$ cat src/rtl/alu_sequencer_if.sv
// Request/response bundle between an ALU client and the ALU sequencer.
// The client drives requests and rsp_ready; the sequencer answers with req_ready and the FIFO head.
interface alu_sequencer_if #(
   parameter int TAG_W = 4
);
   logic             req_valid;
   logic             req_ready;
   logic [2:0]       req_op;
   logic [15:0]      req_a;
   logic [15:0]      req_b;
   logic             req_use_prev;
   logic [TAG_W-1:0] req_tag;

   logic             rsp_valid;
   logic             rsp_ready;
   logic [15:0]      rsp_result;
   logic [2:0]       rsp_cc;
   logic [TAG_W-1:0] rsp_tag;
   logic             rsp_err;

   modport master (
      output req_valid, req_op, req_a, req_b, req_use_prev, req_tag, rsp_ready,
      input  req_ready, rsp_valid, rsp_result, rsp_cc, rsp_tag, rsp_err
   );

   modport slave (
      input  req_valid, req_op, req_a, req_b, req_use_prev, req_tag, rsp_ready,
      output req_ready, rsp_valid, rsp_result, rsp_cc, rsp_tag, rsp_err
   );
endinterface

$ cat src/rtl/alu_sequencer.sv
// Front end for the 16-bit ALU: evaluates accepted requests in the same cycle and queues
// {result, cc, err, tag} in a small response FIFO; the last result can be chained in as operand A.
module alu_sequencer #(
   parameter int DEPTH = 2,
   parameter int TAG_W = 4
) (
   input  logic              clk,
   input  logic              reset,
   alu_sequencer_if.slave    bus,
   output logic              busy
);
   localparam int AW = (DEPTH > 1) ? $clog2(DEPTH) : 1;
   localparam logic [AW:0] FULL_COUNT = (AW+1)'(DEPTH);

   logic [15:0]      res_mem [DEPTH];
   logic [2:0]       cc_mem  [DEPTH];
   logic             err_mem [DEPTH];
   logic [TAG_W-1:0] tag_mem [DEPTH];

   logic [AW-1:0] wr_ptr;
   logic [AW-1:0] rd_ptr;
   logic [AW:0]   count;
   logic [15:0]   prev_result;

   logic [15:0] op_a;
   logic [3:0]  shamt;
   logic [15:0] alu_result;
   logic [2:0]  alu_cc;
   logic        alu_err;
   logic        accept;
   logic        pop;

   // req_ready depends only on the stored count, so a full FIFO stalls even during a pop.
   assign bus.req_ready = (count < FULL_COUNT);
   assign bus.rsp_valid = (count != '0);
   assign busy          = (count != '0);
   assign accept        = bus.req_valid && bus.req_ready;
   assign pop           = bus.rsp_valid && bus.rsp_ready;

   assign bus.rsp_result = bus.rsp_valid ? res_mem[rd_ptr] : '0;
   assign bus.rsp_cc     = bus.rsp_valid ? cc_mem[rd_ptr]  : '0;
   assign bus.rsp_err    = bus.rsp_valid ? err_mem[rd_ptr] : 1'b0;
   assign bus.rsp_tag    = bus.rsp_valid ? tag_mem[rd_ptr] : '0;

   // The ALU itself; illegal opcodes yield a zero result, which naturally reports Z.
   always_comb begin
      op_a       = bus.req_use_prev ? prev_result : bus.req_a;
      shamt      = bus.req_b[3:0];
      alu_result = '0;
      alu_err    = 1'b0;
      case (bus.req_op)
         3'd0:    alu_result = op_a + bus.req_b;
         3'd1:    alu_result = op_a & bus.req_b;
         3'd2:    alu_result = op_a ^ bus.req_b;
         3'd3:    alu_result = op_a << shamt;
         3'd4:    alu_result = op_a >> shamt;
         3'd5:    alu_result = $signed(op_a) >>> shamt;
         default: alu_err    = 1'b1;
      endcase
      alu_cc = {alu_result[15], (alu_result == '0), ~alu_result[15] & (alu_result != '0)};
   end

   // Entry storage carries no reset; the pointers and count decide what is valid.
   always_ff @(posedge clk) begin
      if (accept && !reset) begin
         res_mem[wr_ptr] <= alu_result;
         cc_mem[wr_ptr]  <= alu_cc;
         err_mem[wr_ptr] <= alu_err;
         tag_mem[wr_ptr] <= bus.req_tag;
      end
   end

   always_ff @(posedge clk) begin
      if (reset) begin
         wr_ptr      <= '0;
         rd_ptr      <= '0;
         count       <= '0;
         prev_result <= '0;
      end else begin
         if (accept) begin
            wr_ptr      <= wr_ptr + 1'b1;
            prev_result <= alu_result;
         end
         if (pop) begin
            rd_ptr <= rd_ptr + 1'b1;
         end
         case ({accept, pop})
            2'b10:   count <= count + 1'b1;
            2'b01:   count <= count - 1'b1;
            default: count <= count;
         endcase
      end
   end
endmodule

$ cat src/flat_wrapper.sv
// flat-port wrapper written by rule: the top's interface ports become plain ports
module alu_sequencer_flat 
#(
   parameter int DEPTH = 2,
   parameter int TAG_W = 4
)
  (clk, reset, busy, bus_req_valid, bus_req_op, bus_req_a, bus_req_b, bus_req_use_prev, bus_req_tag, bus_rsp_ready, bus_req_ready, bus_rsp_valid, bus_rsp_result, bus_rsp_cc, bus_rsp_tag, bus_rsp_err);
  alu_sequencer_if #(.TAG_W(TAG_W)) bus_i ();
  input  logic clk;
  input  logic reset;
  output logic busy;
  input wire logic [$bits(bus_i.req_valid)-1:0] bus_req_valid;
  input wire logic [$bits(bus_i.req_op)-1:0] bus_req_op;
  input wire logic [$bits(bus_i.req_a)-1:0] bus_req_a;
  input wire logic [$bits(bus_i.req_b)-1:0] bus_req_b;
  input wire logic [$bits(bus_i.req_use_prev)-1:0] bus_req_use_prev;
  input wire logic [$bits(bus_i.req_tag)-1:0] bus_req_tag;
  input wire logic [$bits(bus_i.rsp_ready)-1:0] bus_rsp_ready;
  output wire logic [$bits(bus_i.req_ready)-1:0] bus_req_ready;
  output wire logic [$bits(bus_i.rsp_valid)-1:0] bus_rsp_valid;
  output wire logic [$bits(bus_i.rsp_result)-1:0] bus_rsp_result;
  output wire logic [$bits(bus_i.rsp_cc)-1:0] bus_rsp_cc;
  output wire logic [$bits(bus_i.rsp_tag)-1:0] bus_rsp_tag;
  output wire logic [$bits(bus_i.rsp_err)-1:0] bus_rsp_err;
  assign bus_i.req_valid = bus_req_valid;
  assign bus_i.req_op = bus_req_op;
  assign bus_i.req_a = bus_req_a;
  assign bus_i.req_b = bus_req_b;
  assign bus_i.req_use_prev = bus_req_use_prev;
  assign bus_i.req_tag = bus_req_tag;
  assign bus_i.rsp_ready = bus_rsp_ready;
  assign bus_req_ready = bus_i.req_ready;
  assign bus_rsp_valid = bus_i.rsp_valid;
  assign bus_rsp_result = bus_i.rsp_result;
  assign bus_rsp_cc = bus_i.rsp_cc;
  assign bus_rsp_tag = bus_i.rsp_tag;
  assign bus_rsp_err = bus_i.rsp_err;
  alu_sequencer #(.DEPTH(DEPTH), .TAG_W(TAG_W)) u_core (.clk(clk), .reset(reset), .bus(bus_i), .busy(busy));
endmodule
$ cat config.mk
export PLATFORM = sky130hd
export DESIGN_NAME = alu_sequencer_flat
export DESIGN_NICKNAME = d
export VERILOG_FILES = /design/src/rtl/alu_sequencer_if.sv /design/src/rtl/alu_sequencer.sv /design/src/flat_wrapper.sv
export SDC_FILE = /design/constraint.sdc
export NUM_CORES = 1
export LEC_CHECK = 0
export CAP_MARGIN = 30
export CORE_ASPECT_RATIO = 1.2
export CORE_MARGIN = 2
export CORE_UTILIZATION = 50
export CTS_CLUSTER_DIAMETER = 60
export DETAILED_ROUTE_END_ITERATION = 8
export HOLD_SLACK_MARGIN = 0.12
export PLACE_DENSITY = 0.83
export REMOVE_ABC_BUFFERS = 1
export SLEW_MARGIN = 20
export SYNTH_ARGS = -nofsm -noshare
export SYNTH_HDL_FRONTEND = slang
export SYNTH_SLANG_ARGS = --single-unit
$ cat constraint.sdc
create_clock -name clk -period 8.04 [get_ports clk]
set_clock_uncertainty 0.2 [all_clocks]
set_input_delay 1.608 -clock clk [delete_from_list [all_inputs] [get_ports clk]]
set_output_delay 1.608 -clock clk [all_outputs]
set_load 0.005 [all_outputs]
# Word-level counts from Yosys, hierarchy flattened
# Memories as Yosys holds them, arrays and structs flattened. A register that Yosys moved wholly into a read port is not among the register bits.
# Index checks and enable logic that the tools add are counted.
dict set report totals {
  ram_bits 48
  mem_count 4
  reg_bits 20
  wordCells 56
  latch_bits 0
  rom_bits 0
}
# memory words width read_ports rd_clocked_by_memory_dff wr line
set mem_list {}
lappend mem_list {u_core.res_mem 2 16 1 1 1 alu_sequencer.sv:15} ;# logic [15:0] res_mem [DEPTH];
lappend mem_list {u_core.tag_mem 2 4 1 1 1 alu_sequencer.sv:18} ;# logic [TAG_W-1:0] tag_mem [DEPTH];
lappend mem_list {u_core.cc_mem 2 3 1 1 1 alu_sequencer.sv:16} ;# logic [2:0] cc_mem [DEPTH];
lappend mem_list {u_core.err_mem 2 1 1 1 1 alu_sequencer.sv:17} ;# logic err_mem [DEPTH];
dict set report op_classes {
  n_reduce_logical 10
  addsub 5
  n_eq_ne 7
  n_mux 18
  n_mul 0
  magnitude_cmp 1
  n_bitwise 4
  div_mod_pow 0
  shift 3
}
# operator n
set ops {}
lappend ops {{16-bit case mux with 6 select lines} 1}
lappend ops {{16-bit 2-to-1 mux} 2}
lappend ops {{16-bit adder} 1}
lappend ops {{16-bit AND} 1}
lappend ops {{16-bit logical NOT} 1}
lappend ops {{16-bit nonzero test} 1}
lappend ops {{16-bit by 4-bit left shift with 16-bit output} 1}
lappend ops {{16-bit by 4-bit right shift with 16-bit output} 1}
lappend ops {{16-bit by 4-bit >>> shifter with 16-bit output} 1}
lappend ops {{16-bit XOR} 1}
lappend ops {{1-bit 2-to-1 mux} 12}
lappend ops {{3-bit by 2-bit == test with 1-bit output (second input constant)} 2}
lappend ops {{3-bit == test (second input constant)} 2}
lappend ops {{6-bit OR reduction} 1}
lappend ops {{4-bit 2-to-1 mux} 1}
lappend ops {{2-bit case mux with 2 select lines} 1}
lappend ops {{2-bit nonzero test} 2}
lappend ops {{3-bit by 1-bit == test with 1-bit output (second input constant)} 1}
lappend ops {{1-bit logical AND} 3}
lappend ops {{3-bit logical NOT} 1}
lappend ops {{3-bit 2-to-1 mux} 1}
lappend ops {{1-bit adder (second input constant)} 2}
lappend ops {{2-bit by 1-bit adder with 2-bit output (second input constant)} 1}
lappend ops {{2-bit by 1-bit == test with 1-bit output (second input constant)} 1}
lappend ops {{6 further kinds} 6}

# Logic depth before layout (Yosys ltp)
dict set report depth {
  depth_word 5
  depth_mapped 16
  ltp_nobuf 13
}

# Worst setup path after synthesis
# OpenSTA, ideal clock, no wires.
dict set report synth_timing {
  path_type {input to register}
  startpoint {input port bus_req_use_prev}
  endpoint {memory u_core.cc_mem[0][1], data pin}
  required_ps 7572
  path_stages 14
  arrival_ps 4832
  setup_time_ps 268
  setup_slack_ps 2739
  n_path_buf 4
  path_cell_list {buf_2 > buf_2 > buf_2 > buf_1 > mux2_2 > ha_1 > a21o_1 > o21bai_1 > and4_1 > o31a_1 > or3_1 > and3_1 > nand4_1 > nor3_2}
}
dict set report synth_between {
  elab_chain_cells 4
  word_cells_on_any_way 9
  classes_between {1 x add/sub; 3 x shift; 2 x mux; 2 x bitwise; 1 x reduce/logical}
}
# element line
set synth_rtl {}
lappend synth_rtl {{start: declaration} flat_wrapper.sv:16} ;# input wire logic [$bits(bus_i.req_use_prev)-1:0] bus_req_use_prev;
lappend synth_rtl {{16-bit 2-to-1 mux *} alu_sequencer.sv:47} ;# op_a = bus.req_use_prev ? prev_result : bus.req_a;
lappend synth_rtl {{16-bit adder, or another cell as far along} alu_sequencer.sv:52} ;# 3'd0: alu_result = op_a + bus.req_b;
lappend synth_rtl {{16-bit case mux with 6 select lines *} alu_sequencer.sv:51} ;# case (bus.req_op)
lappend synth_rtl {{16-bit logical NOT *} alu_sequencer.sv:60} ;# alu_cc = {alu_result[15], (alu_result == '0), ~alu_result[15] & (alu_result != '0)};
lappend synth_rtl {{net u_core.alu_cc[1]} alu_sequencer.sv:28} ;# logic [2:0] alu_cc;
lappend synth_rtl {{end: declaration} alu_sequencer.sv:16}
# The timed path passes the listed nets; every way through them passes the cells marked *.

# Worst setup path after layout
dict set report layout_timing {
  startpoint {input port bus_req_use_prev}
  endpoint {memory u_core.cc_mem[1][0], data pin}
}
dict set report layout_between {
  elab_chain_cells 5
  word_cells_on_any_way 11
  classes_between {1 x add/sub; 3 x shift; 2 x mux; 4 x bitwise; 1 x reduce/logical}
}
# element line
set layout_rtl {}
lappend layout_rtl {{16-bit 2-to-1 mux *} alu_sequencer.sv:47}
lappend layout_rtl {{16-bit adder, or another cell as far along} alu_sequencer.sv:52}
lappend layout_rtl {{16-bit case mux with 6 select lines *} alu_sequencer.sv:51}
lappend layout_rtl {{16-bit nonzero test / 1-bit NOT (equally long branches)} alu_sequencer.sv:60}
lappend layout_rtl {{1-bit AND *} alu_sequencer.sv:60}
lappend layout_rtl {{net u_core.alu_cc[0]} alu_sequencer.sv:28}
# Marked as above.

==> results.yml <==
run:
  drv_cap: 0
hold_path:
  hold_path_class: "reg2reg"
global_routing:
  grt_start_max_net_pins: 49
  grt_pass1_vias: 6112
  number_of_antenna_violations_at_the_first_check_in_global_routing: 0
  grt_overflow_total: 0
  grt_pass1_wl_um: 36500
  groute.usage.overall_pct: 34.9
timing:
  final-hold-violation-count: 0
  fmaxAchievable_ghz: 0.185
  worst_slew_margin_rel_pct: 36.7
  final-max-slew-violation-count: 0
  fin_crit_sh_pct: 67.2
  tightestPinTransition_ns: 0.950
  fin_tns_setup_ns: 0
  final_period_minus_worst_setup_slack_ns: 5.40
  grt_setup_unrepaired: "false"
  timing.final.setup_violations: 0
routing:
  post_drt_wl_per_cell_um: 26.1
  drtAntennaViolNets: 0
  remaining_drc_errors: 0
  vias: 6558
  finalWirelength_um: 24200
  initialDrtViolationCount: 789
  drt_pass1_iterations: 5
  drt-vias-per-instance: 7.08
synth:
  postSynth.asyncResetShare_pct: 0
  ys_seq_area_share_pct: 27.7
  avgSynthCellArea_um2: 9.04
  synth_enable_flop_cells: 46
  syn-cell-area_mm2: 0.00650
  top_reg_cell_synth: "sky130_fd_sc_hd__edfxtp_1"
  synth_cell_type_count: 83
  synth_cells: 719
  number_of_synthesized_register_bits: 67
  synth.yosys.warnings: 0
cells_and_area:
  synthToLayoutAreaGrowth_pct: 15.9
  layout.cells.most_common: "sky130_fd_sc_hd__nor2_1"
  layout-drive-gt1-share_pct: 13.8
  commonest_cells_after_routing_fill_and_taps_aside: "96 x sky130_fd_sc_hd__nor2_1, 68 x sky130_fd_sc_hd__clkdlybuf4s50_1, 52 x sky130_fd_sc_hd__nand2_1, 52 x sky130_fd_sc_hd__mux2i_1, 46 x sky130_fd_sc_hd__edfxtp_1"
  diodes: 0
  nets: 820
  finish.cell_count_without_fillers: 926
clock_network:
  postCtsSetupRepairBufs: 0
  post_cts.resized_instances: 0
  clk-insertion-delay-late_ns: 0.32
  cts.root.buffer_cell: "sky130_fd_sc_hd__clkbuf_16"
  number_of_hold_buffers_added_after_cts: 0
  clock-sinks: 67
  cts_max_level: 3
  cts_buf_count: 9
  clk_slew_on_worst_s_h_paths_ns: 0.06
  cts_tree: "done"
  cts.path.max_buffers: 2
setup_path:
  path_common_cell: "sky130_fd_sc_hd__o2111ai_1"
  cp_cell_sequence: "buf_2 > buf_4 > mux2_2 > ha_1 > inv_1 > fa_1 > nor2b_1 > o2111ai_1 > a21boi_0 > o2111ai_1 > a2111o_1 > and4_1 > nand4_1 > nor3_2 > nor2_1"
  path_buf_inv: 3
  path_class: "in2reg"
  critPathLaunchType: "input port"
  worst_path_largest_cell_delay_ns: 0.58
  critical_path.slowest_cell: "sky130_fd_sc_hd__a21boi_0"
  cp_top_family: "compound AO/OA/AOI/OAI gates"
  data_arrival_critical_path_ns: 5.35
  cp.required_ns: 7.99
  setup.worst_path.end_class: "flop"
  crit_path_max_fanout: 48
floorplanning:
  starting_density_of_the_core_pct: 51.3
  core_area_mm2: 0.0127
  placementRows: 45
  die_height_um: 129
  num_io_pins: 71
  die_area_mm2: 0.0139
  die-width_um: 108
placed_design:
  post-dp-hpwl_um: 18200
  post-place-cells: 910
  port_buffers: 70
  gpl.final_weighted_congestion: 0.995
outcome:
  outcome: "finished clean"
pwr:
  tot_pwr_mw: 1.63
  vdd.ir_drop.worst_uv: 312
  leakagePower_nw: 2.73
  power_density_mw_per_mm2: 216
==> registers in the layout, indices dropped and copies added, names as in the netlist, named ones only <==
| signal | cells |
|---|---|
| u_core.prev_result | 16 |
| u_core.wr_ptr | 1 |
| u_core.tag_mem | 8 |
| u_core.cc_mem | 5 |
| u_core.err_mem | 2 |
| u_core.rd_ptr | 1 |
| u_core.count | 2 |
| u_core.res_mem | 31 |
==> metal layers <==
| layer | global-route usage, % | share of wire, % | up-vias |
|---|---|---|---|
| li1 | - | - | 2839 |
| met1 | 43.1 | 37 | 3103 |
| met2 | 59.5 | 48 | 525 |
| met3 | 4.86 | 9.8 | 91 |
| met4 | 17.6 | 5.7 | 0 |
| met5 | 0 | 0 | - |
==> cell families (layout without fill, tap and decap cells) <==
logic type,count (synthesis),count (layout),share of synthesized area (%)
muxes,104,104,21.9
buffers and inverters,76,119,5.35
DFF,67,67,27.7
xor gates and xnor gates,6,6,0.809
and+or+nand+nor,269,269,20.3
AOI/OAI and AO/OA,178,178,20.2
adders and majority gates,19,19,3.77
==> power by group <==
part	total, mW	switching (mW)	internal (mW)
clock network	0.374	0.136	0.238
registers	0.489	0.0581	0.431
logic	0.763	0.414	0.348
total	1.63	0.608	1.02
==> cell usage after synthesis (6+ instances only) <==
cell                       number  share of area (%)
sky130_fd_sc_hd__a211oi_1      16                1.8
sky130_fd_sc_hd__a21o_1         8               0.92
sky130_fd_sc_hd__a21oi_1       28                2.2
sky130_fd_sc_hd__a22oi_1       16                1.8
sky130_fd_sc_hd__a31oi_1        8               0.77
sky130_fd_sc_hd__a32oi_1        6               0.81
sky130_fd_sc_hd__and2_1         9               0.87
sky130_fd_sc_hd__buf_1         10               0.58
sky130_fd_sc_hd__buf_2         11               0.85
sky130_fd_sc_hd__clkbuf_1      29                1.7
sky130_fd_sc_hd__dfxtp_1       21                6.5
sky130_fd_sc_hd__edfxtp_1      46                 21
sky130_fd_sc_hd__ha_1          18                3.5
sky130_fd_sc_hd__inv_1         14               0.81
sky130_fd_sc_hd__mux2_2        24                4.2
sky130_fd_sc_hd__mux2i_1       52                8.0
sky130_fd_sc_hd__mux4_2        28                9.7
sky130_fd_sc_hd__nand2_1       52                3.0
sky130_fd_sc_hd__nand2b_1      12                1.2
sky130_fd_sc_hd__nand3_1       19                1.5
sky130_fd_sc_hd__nor2_1        96                5.5
sky130_fd_sc_hd__nor2b_1       14                1.3
sky130_fd_sc_hd__nor3_1        26                2.0
sky130_fd_sc_hd__o21ai_0       16                1.2
sky130_fd_sc_hd__o22ai_1       15                1.4
sky130_fd_sc_hd__or3_1          9               0.87
==> worst reg2reg max path, stage by stage, from the launching register on <==
cell                        delay [ns]
sky130_fd_sc_hd__dfxtp_1          0.44
sky130_fd_sc_hd__mux2_2           0.23
sky130_fd_sc_hd__ha_1             0.19
sky130_fd_sc_hd__inv_1            0.07
sky130_fd_sc_hd__fa_1             0.40
sky130_fd_sc_hd__nor2b_1          0.22
sky130_fd_sc_hd__o2111ai_1        0.14
sky130_fd_sc_hd__a21boi_0         0.58
sky130_fd_sc_hd__o2111ai_1        0.25
sky130_fd_sc_hd__a2111o_1         0.47
sky130_fd_sc_hd__and4_1           0.24
sky130_fd_sc_hd__nand4_1          0.10
sky130_fd_sc_hd__nor3_2           0.07
sky130_fd_sc_hd__nor2_1           0.17
==> path summary, 6_finish.rpt <==
path,startpoint,end,slack (ns),cells after the start
hold reg to reg,u_core.rd_ptr,u_core.rd_ptr,0.34,2
setup / recovery,bus_req_use_prev,u_core.cc_mem[1][0],2.64,15
setup reg to reg,u_core.prev_result[0],u_core.cc_mem[1][0],4.11,13
hold / removal,u_core.rd_ptr,u_core.rd_ptr,0.34,2
==> cell type report <==
type / instances / area [um^2]
clock buffer: 9 / 225
clock inverter: 7 / 68.8
fill: 1064 / 5130
inverter: 18 / 67.6
multi-input combinational: 576 / 4360
sequential: 67 / 1800
tap: 164 / 205
timing repair buffer: 85 / 806
==> per-stage QoR <==
stage | area (um^2) | setup slack [ns] | hold WS (ns) | utilization, %
after floorplan | 6220 | 2.77 | 0.249 | -
after global placement | 7240 | 2.56 | 0.300 | 57.2
after detailed placement | 7240 | 2.43 | 0.329 | 57.2
after CTS | 7530 | 2.73 | 0.339 | 59.5
after global routing | 7530 | 2.35 | 0.373 | 59.5
final | 7530 | 2.64 | 0.338 | 59.5
Power figures use the tool's default switching activity.
